[config.mk]
export PLATFORM = sky130hd
export DESIGN_NAME = vitals_frame_rx_flat
export DESIGN_NICKNAME = d
export VERILOG_FILES = /design/src/rtl/vitals_frame_rx_if.sv /design/src/rtl/vitals_frame_rx.sv /design/src/flat_wrapper.sv
export SDC_FILE = /design/constraint.sdc
export NUM_CORES = 1
export LEC_CHECK = 0
export CAP_MARGIN = 0
export CORE_MARGIN = 2
export CORE_UTILIZATION = 40
export CTS_CLUSTER_DIAMETER = 40
export DETAILED_ROUTE_END_ITERATION = 8
export REMOVE_ABC_BUFFERS = 1
export SYNTH_ARGS = -nofsm -noshare
export SYNTH_HDL_FRONTEND = slang
export SYNTH_SLANG_ARGS = --single-unit
[constraint.sdc]
create_clock -name clk -period 3.9 [get_ports clk]
set_input_delay 0.78 -clock clk [delete_from_list [all_inputs] [get_ports clk]]
set_output_delay 0.78 -clock clk [all_outputs]
set_load 0.05 [all_outputs]
[src/rtl/vitals_frame_rx_if.sv]
// ============================================================================
// Module   : vitals_frame_rx_if
// Brief    : Serial byte input and parsed vitals output bundle for vitals_frame_rx.
// Revision : 1.0  initial release
// ============================================================================
`default_nettype none

interface vitals_frame_rx_if;
    logic [7:0] rx_data;
    logic       rx_valid;
    logic [1:0] age_category;
    logic [7:0] ecgin;
    logic [7:0] tempin;
    logic [7:0] spo2in;
    logic [7:0] sleepin;
    logic       frame_valid;
    logic       have_data;
    logic       frame_err;
    logic [1:0] err_code;
    logic [7:0] frame_count;
    logic [7:0] err_count;

    // Sensor side: supplies bytes and observes the parsed sample.
    modport master (
        output rx_data, rx_valid,
        input  age_category, ecgin, tempin, spo2in, sleepin,
        input  frame_valid, have_data, frame_err, err_code, frame_count, err_count
    );

    // Receiver side.
    modport slave (
        input  rx_data, rx_valid,
        output age_category, ecgin, tempin, spo2in, sleepin,
        output frame_valid, have_data, frame_err, err_code, frame_count, err_count
    );
endinterface

`default_nettype wire

[src/rtl/vitals_frame_rx.sv]
// ============================================================================
// Module   : vitals_frame_rx
// Brief    : Framed, checksummed vitals byte-stream receiver feeding the classifier.
// Revision : 1.0  initial release
// ============================================================================
`default_nettype none

module vitals_frame_rx #(
    parameter logic [7:0]  SYNC_BYTE      = 8'hA5,
    parameter int unsigned TIMEOUT_CYCLES = 1000
) (
    input  wire logic         clk,
    input  wire logic         rst,
    vitals_frame_rx_if.slave  bus
);

    typedef enum logic [2:0] {
        S_HUNT  = 3'd0,
        S_HDR   = 3'd1,
        S_ECG   = 3'd2,
        S_TEMP  = 3'd3,
        S_SPO2  = 3'd4,
        S_SLEEP = 3'd5,
        S_CSUM  = 3'd6
    } state_t;

    localparam logic [1:0]  c_err_csum  = 2'b01;
    localparam logic [1:0]  c_err_hdr   = 2'b10;
    localparam logic [1:0]  c_err_tmo   = 2'b11;
    localparam logic [16:0] c_tmo_limit = 17'(TIMEOUT_CYCLES);

    state_t      state_q, state_d;
    logic [7:0]  sum_q, sum_d;
    logic [15:0] tmo_q, tmo_d;

    logic [1:0]  sh_age_q, sh_age_d;
    logic [7:0]  sh_ecg_q, sh_ecg_d;
    logic [7:0]  sh_temp_q, sh_temp_d;
    logic [7:0]  sh_spo2_q, sh_spo2_d;
    logic [7:0]  sh_sleep_q, sh_sleep_d;

    logic [1:0]  age_q, age_d;
    logic [7:0]  ecg_q, ecg_d;
    logic [7:0]  temp_q, temp_d;
    logic [7:0]  spo2_q, spo2_d;
    logic [7:0]  sleep_q, sleep_d;
    logic        fv_q, fv_d;
    logic        have_q, have_d;
    logic        fe_q, fe_d;
    logic [1:0]  ec_q, ec_d;
    logic [7:0]  fc_q, fc_d;
    logic [7:0]  errc_q, errc_d;

    logic        w_drop;
    logic [1:0]  w_drop_code;
    logic        w_tmo_hit;

    // Compared one bit wider so TIMEOUT_CYCLES=65535 is reachable without wrap.
    assign w_tmo_hit = (({1'b0, tmo_q} + 17'd1) == c_tmo_limit);

    always_comb begin
        state_d     = state_q;
        sum_d       = sum_q;
        tmo_d       = tmo_q;
        sh_age_d    = sh_age_q;
        sh_ecg_d    = sh_ecg_q;
        sh_temp_d   = sh_temp_q;
        sh_spo2_d   = sh_spo2_q;
        sh_sleep_d  = sh_sleep_q;
        age_d       = age_q;
        ecg_d       = ecg_q;
        temp_d      = temp_q;
        spo2_d      = spo2_q;
        sleep_d     = sleep_q;
        fv_d        = 1'b0;
        have_d      = have_q;
        fe_d        = 1'b0;
        ec_d        = ec_q;
        fc_d        = fc_q;
        errc_d      = errc_q;
        w_drop      = 1'b0;
        w_drop_code = 2'b00;

        if (state_q == S_HUNT || bus.rx_valid) begin
            tmo_d = '0;
        end else if (w_tmo_hit) begin
            w_drop      = 1'b1;
            w_drop_code = c_err_tmo;
        end else begin
            tmo_d = tmo_q + 16'd1;
        end

        if (bus.rx_valid) begin
            unique case (state_q)
                S_HUNT: begin
                    if (bus.rx_data == SYNC_BYTE) begin
                        state_d = S_HDR;
                    end
                end
                S_HDR: begin
                    if (bus.rx_data[7:2] != 6'd0) begin
                        w_drop      = 1'b1;
                        w_drop_code = c_err_hdr;
                    end else begin
                        sh_age_d = bus.rx_data[1:0];
                        sum_d    = bus.rx_data;
                        state_d  = S_ECG;
                    end
                end
                S_ECG: begin
                    sh_ecg_d = bus.rx_data;
                    sum_d    = sum_q + bus.rx_data;
                    state_d  = S_TEMP;
                end
                S_TEMP: begin
                    sh_temp_d = bus.rx_data;
                    sum_d     = sum_q + bus.rx_data;
                    state_d   = S_SPO2;
                end
                S_SPO2: begin
                    sh_spo2_d = bus.rx_data;
                    sum_d     = sum_q + bus.rx_data;
                    state_d   = S_SLEEP;
                end
                S_SLEEP: begin
                    sh_sleep_d = bus.rx_data;
                    sum_d      = sum_q + bus.rx_data;
                    state_d    = S_CSUM;
                end
                S_CSUM: begin
                    if (bus.rx_data == sum_q) begin
                        age_d   = sh_age_q;
                        ecg_d   = sh_ecg_q;
                        temp_d  = sh_temp_q;
                        spo2_d  = sh_spo2_q;
                        sleep_d = sh_sleep_q;
                        fv_d    = 1'b1;
                        have_d  = 1'b1;
                        fc_d    = fc_q + 8'd1;
                        state_d = S_HUNT;
                    end else begin
                        w_drop      = 1'b1;
                        w_drop_code = c_err_csum;
                    end
                end
                default: state_d = S_HUNT;
            endcase
        end

        if (w_drop) begin
            state_d = S_HUNT;
            tmo_d   = '0;
            fe_d    = 1'b1;
            ec_d    = w_drop_code;
            if (errc_q != 8'hFF) begin
                errc_d = errc_q + 8'd1;
            end
        end
    end

    always_ff @(posedge clk) begin
        if (rst) begin
            state_q    <= S_HUNT;
            sum_q      <= '0;
            tmo_q      <= '0;
            sh_age_q   <= '0;
            sh_ecg_q   <= '0;
            sh_temp_q  <= '0;
            sh_spo2_q  <= '0;
            sh_sleep_q <= '0;
            age_q      <= '0;
            ecg_q      <= '0;
            temp_q     <= '0;
            spo2_q     <= '0;
            sleep_q    <= '0;
            fv_q       <= 1'b0;
            have_q     <= 1'b0;
            fe_q       <= 1'b0;
            ec_q       <= '0;
            fc_q       <= '0;
            errc_q     <= '0;
        end else begin
            state_q    <= state_d;
            sum_q      <= sum_d;
            tmo_q      <= tmo_d;
            sh_age_q   <= sh_age_d;
            sh_ecg_q   <= sh_ecg_d;
            sh_temp_q  <= sh_temp_d;
            sh_spo2_q  <= sh_spo2_d;
            sh_sleep_q <= sh_sleep_d;
            age_q      <= age_d;
            ecg_q      <= ecg_d;
            temp_q     <= temp_d;
            spo2_q     <= spo2_d;
            sleep_q    <= sleep_d;
            fv_q       <= fv_d;
            have_q     <= have_d;
            fe_q       <= fe_d;
            ec_q       <= ec_d;
            fc_q       <= fc_d;
            errc_q     <= errc_d;
        end
    end

    assign bus.age_category = age_q;
    assign bus.ecgin        = ecg_q;
    assign bus.tempin       = temp_q;
    assign bus.spo2in       = spo2_q;
    assign bus.sleepin      = sleep_q;
    assign bus.frame_valid  = fv_q;
    assign bus.have_data    = have_q;
    assign bus.frame_err    = fe_q;
    assign bus.err_code     = ec_q;
    assign bus.frame_count  = fc_q;
    assign bus.err_count    = errc_q;

endmodule

`default_nettype wire

[src/flat_wrapper.sv]
// flat-port wrapper written by rule: the top's interface ports become plain ports
module vitals_frame_rx_flat 
#(
    parameter logic [7:0]  SYNC_BYTE      = 8'hA5,
    parameter int unsigned TIMEOUT_CYCLES = 1000
)
  (clk, rst, bus_rx_data, bus_rx_valid, bus_age_category, bus_ecgin, bus_tempin, bus_spo2in, bus_sleepin, bus_frame_valid, bus_have_data, bus_frame_err, bus_err_code, bus_frame_count, bus_err_count);
  vitals_frame_rx_if bus_i ();
  input  wire logic clk;
  input  wire logic rst;
  input wire logic [$bits(bus_i.rx_data)-1:0] bus_rx_data;
  input wire logic [$bits(bus_i.rx_valid)-1:0] bus_rx_valid;
  output wire logic [$bits(bus_i.age_category)-1:0] bus_age_category;
  output wire logic [$bits(bus_i.ecgin)-1:0] bus_ecgin;
  output wire logic [$bits(bus_i.tempin)-1:0] bus_tempin;
  output wire logic [$bits(bus_i.spo2in)-1:0] bus_spo2in;
  output wire logic [$bits(bus_i.sleepin)-1:0] bus_sleepin;
  output wire logic [$bits(bus_i.frame_valid)-1:0] bus_frame_valid;
  output wire logic [$bits(bus_i.have_data)-1:0] bus_have_data;
  output wire logic [$bits(bus_i.frame_err)-1:0] bus_frame_err;
  output wire logic [$bits(bus_i.err_code)-1:0] bus_err_code;
  output wire logic [$bits(bus_i.frame_count)-1:0] bus_frame_count;
  output wire logic [$bits(bus_i.err_count)-1:0] bus_err_count;
  assign bus_i.rx_data = bus_rx_data;
  assign bus_i.rx_valid = bus_rx_valid;
  assign bus_age_category = bus_i.age_category;
  assign bus_ecgin = bus_i.ecgin;
  assign bus_tempin = bus_i.tempin;
  assign bus_spo2in = bus_i.spo2in;
  assign bus_sleepin = bus_i.sleepin;
  assign bus_frame_valid = bus_i.frame_valid;
  assign bus_have_data = bus_i.have_data;
  assign bus_frame_err = bus_i.frame_err;
  assign bus_err_code = bus_i.err_code;
  assign bus_frame_count = bus_i.frame_count;
  assign bus_err_count = bus_i.err_count;
  vitals_frame_rx #(.SYNC_BYTE(SYNC_BYTE), .TIMEOUT_CYCLES(TIMEOUT_CYCLES)) u_core (.clk(clk), .rst(rst), .bus(bus_i));
endmodule
==> qor.txt <==
Antenna Cells = 0
Final worst slack = 0.791 ns
Share of the clock period used by the worst path = 0.797
Area grow syn2layout = 26.7%
Pwr dens = 407 nW/um^2
Maximum vdd drop = 0.267 mV
Type of origin of the critical path = primary input
Avg Inst Size Synth = 8.20 sq um
DR vias/cell = 5.04
DIE WIDTH = 116 microns
Max FO, Critical Path = 16
Longest Clk Path Bufs = 2
Antenna violations before repair = 0
Share of layout cells above drive strength 1 = 0.0820
Final WL = 11500 microns
First-pass GRT wire length = 19500 microns
Cells after DPL = 823
Row cnt = 40
Routed Antenna Nets = 0
Yosys warnings = 0
Max-Cap Viols = 0
Hpwl dp = 7870 microns
Core ar. = 12100 sq um
Crit path time final = 3.11 ns
Die Height = 116 microns
Detailed-router iteration count before antenna repair = 4
Slew headroom = 0.613
Later-pin clock latency in the skew report = 0.41 ns
Cell count after synthesis = 610
GP Congestion = 0.877
Setup TNS = 0 ns
Vias in the first global route = 4126
Gr usage total = 0.186
Congestion Overflow GR = 0
Total CTS buffers = 17
FFs w/ async S/R, synth = 0
CP required = 4.22 ns
Register area share after synthesis = 0.464
Run status = finished clean
Worst EP arrival = 3.43 ns
Die Area = 13400 sq um
Final setup vio count = 0
Non-filler cells, final = 851
Pin count of the biggest net entering global routing = 58
Clk root buf = clkbuf_16
Post-CTS Resized = 0
Actual slew at the worst max-slew pin = 0.580 ns
Cts hold-fix bufs = 0
I/O Buffers = 65
WL/cell = 13.5 microns
Initial Util = 0.413
Post-layout util = 0.524
DRC = 0
Number of DRC markers in iteration 0 = 297
Synth Register Bits = 116
Skew final = 0.00775 ns
IO Count = 66
Total number of vias = 4288
Setup Crit Path Kind = primary input to register
Crit end category = register
CTS tree = done
Slew Limit Fails = 0
Fmax = 322 MHz
Top_reg_cell synth = dfxtp_1
RSZ-0062 raised after global routing = false
Clock sinks = 116
LEAKAGE = 0.00218 uW
Distinct cell type count of the synthesized netlist = 48
Worst Hold Class = register to register
Final Hold Viols = 0
Final #Nets = 696
Postcts setup bufs = 0
EDFF count, synth = 0
Mapped cell area = 5000 sq um
Reg clk slew, reported paths = 0.05 ns
# H-tree levels = 4
Final Total Pwr = 2580 uW
Setup WS pre-CTS = 0.338 ns
[layout make-up]
class | count | area [sq um]
Fill cell | 1205 | 5770
Multi-Input combinational cell | 450 | 2510
Sequential cell | 116 | 2320
Timing Repair Buffer | 80 | 761
Clock buffer | 22 | 474
Tap cell | 168 | 210
Inverter | 9 | 33.8
Clock inverter | 6 | 32.5
[cells in the mapped netlist, types with 4 or more instances]
library cell	instances	area share
a21oi_1	83	0.083
a31oi_1	6	0.0075
and3_1	7	0.0087
buf_2	5	0.0050
clkbuf_1	26	0.019
dfxtp_1	116	0.46
ha_1	10	0.025
inv_1	9	0.0067
mux2i_1	12	0.024
nand2_1	140	0.10
nand2b_1	4	0.0050
nand3_1	19	0.019
nand4_1	10	0.013
nor2_1	52	0.039
nor2b_1	7	0.0087
nor3_1	14	0.014
o21ai_0	6	0.0060
xnor2_1	18	0.031
xor2_1	14	0.025
[flip-flops by register name, summed over array words and instances (netlist names), 8 cells and up]
signal and cells:
u_core.sh_sleep_q 8, u_core.sh_spo2_q 8, u_core.bus.err_count 8, u_core.bus.sleepin 8
u_core.sh_temp_q 8, u_core.tmo_q 16, u_core.sh_ecg_q 8, u_core.bus.ecgin 8
u_core.bus.tempin 8, u_core.bus.frame_count 8, u_core.bus.spo2in 8, u_core.sum_q 8
[critical path: stages]
cell and delay [ns]:
clkdlybuf4s50_1 0.71, ha_1 0.34, nor3_1 0.21, nand3_1 0.21, nand2b_1 0.16, nand3_1 0.14
or3_1 0.59, a211oi_1 0.28
[report_power, final]
part           internal [uW]  switching, uW  leakage [uW]
registers               1190          0.121      0.000934
clock network            838            496      0.000253
logic                   20.3           40.1      0.000995
total                   2050            537       0.00218
[per-layer routing]
metal / vias up / routed length, microns / track usage
met4: 0 / 100 / 0.0643
met3: 8 / 469 / 0.0560
met5: - / 0 / 0
li1: 2182 / - / -
met1: 2017 / 5390 / 0.229
met2: 81 / 5570 / 0.313
[worst paths after layout]
check,from,endpoint,slack (ns),cells past startpoint
worst max-delay path,bus_rx_data[2],u_core.tmo_q[3],0.79,8
worst min-delay path,u_core.sh_spo2_q[4],u_core.bus.spo2in[4],0.45,2
worst max register to register,u_core.tmo_q[0],u_core.bus.err_count[5],0.80,9
worst min register to register,u_core.sh_spo2_q[4],u_core.bus.spo2in[4],0.45,2
[per-stage QoR]
stage	hold WS [ns]	area (sq um)
finish	0.447	6340
global route	0.470	6340
CTS	0.449	6340
detailed placement	0.447	5840
global placement	0.437	5840
floorplan	0.425	4860
[cell families after synthesis]
| kind of cell | count (synthesis) | share of synthesized area |
|---|---|---|
| xor+xnor | 32 | 0.0560 |
| fa+ha+maj | 11 | 0.0290 |
| mux | 14 | 0.0292 |
| compound gates | 113 | 0.132 |
| flops | 116 | 0.464 |
| simple gates | 280 | 0.255 |
| buf+inv | 44 | 0.0350 |
[layout by cell type (no fill, tap or decap), types with 7 or more instances in the layout]
master	n
nor2b_1	7
nor2_1	51
a21oi_1	83
nor3_1	14
xor2_1	14
buf_4	16
clkdlybuf4s50_1	64
inv_1	9
nand4_1	10
nand3_1	19
dfxtp_1	116
xnor2_1	18
and3_1	7
ha_1	10
clkbuf_16	17
mux2i_1	12
nand2_1	140
(Power assumes the default switching activity.)
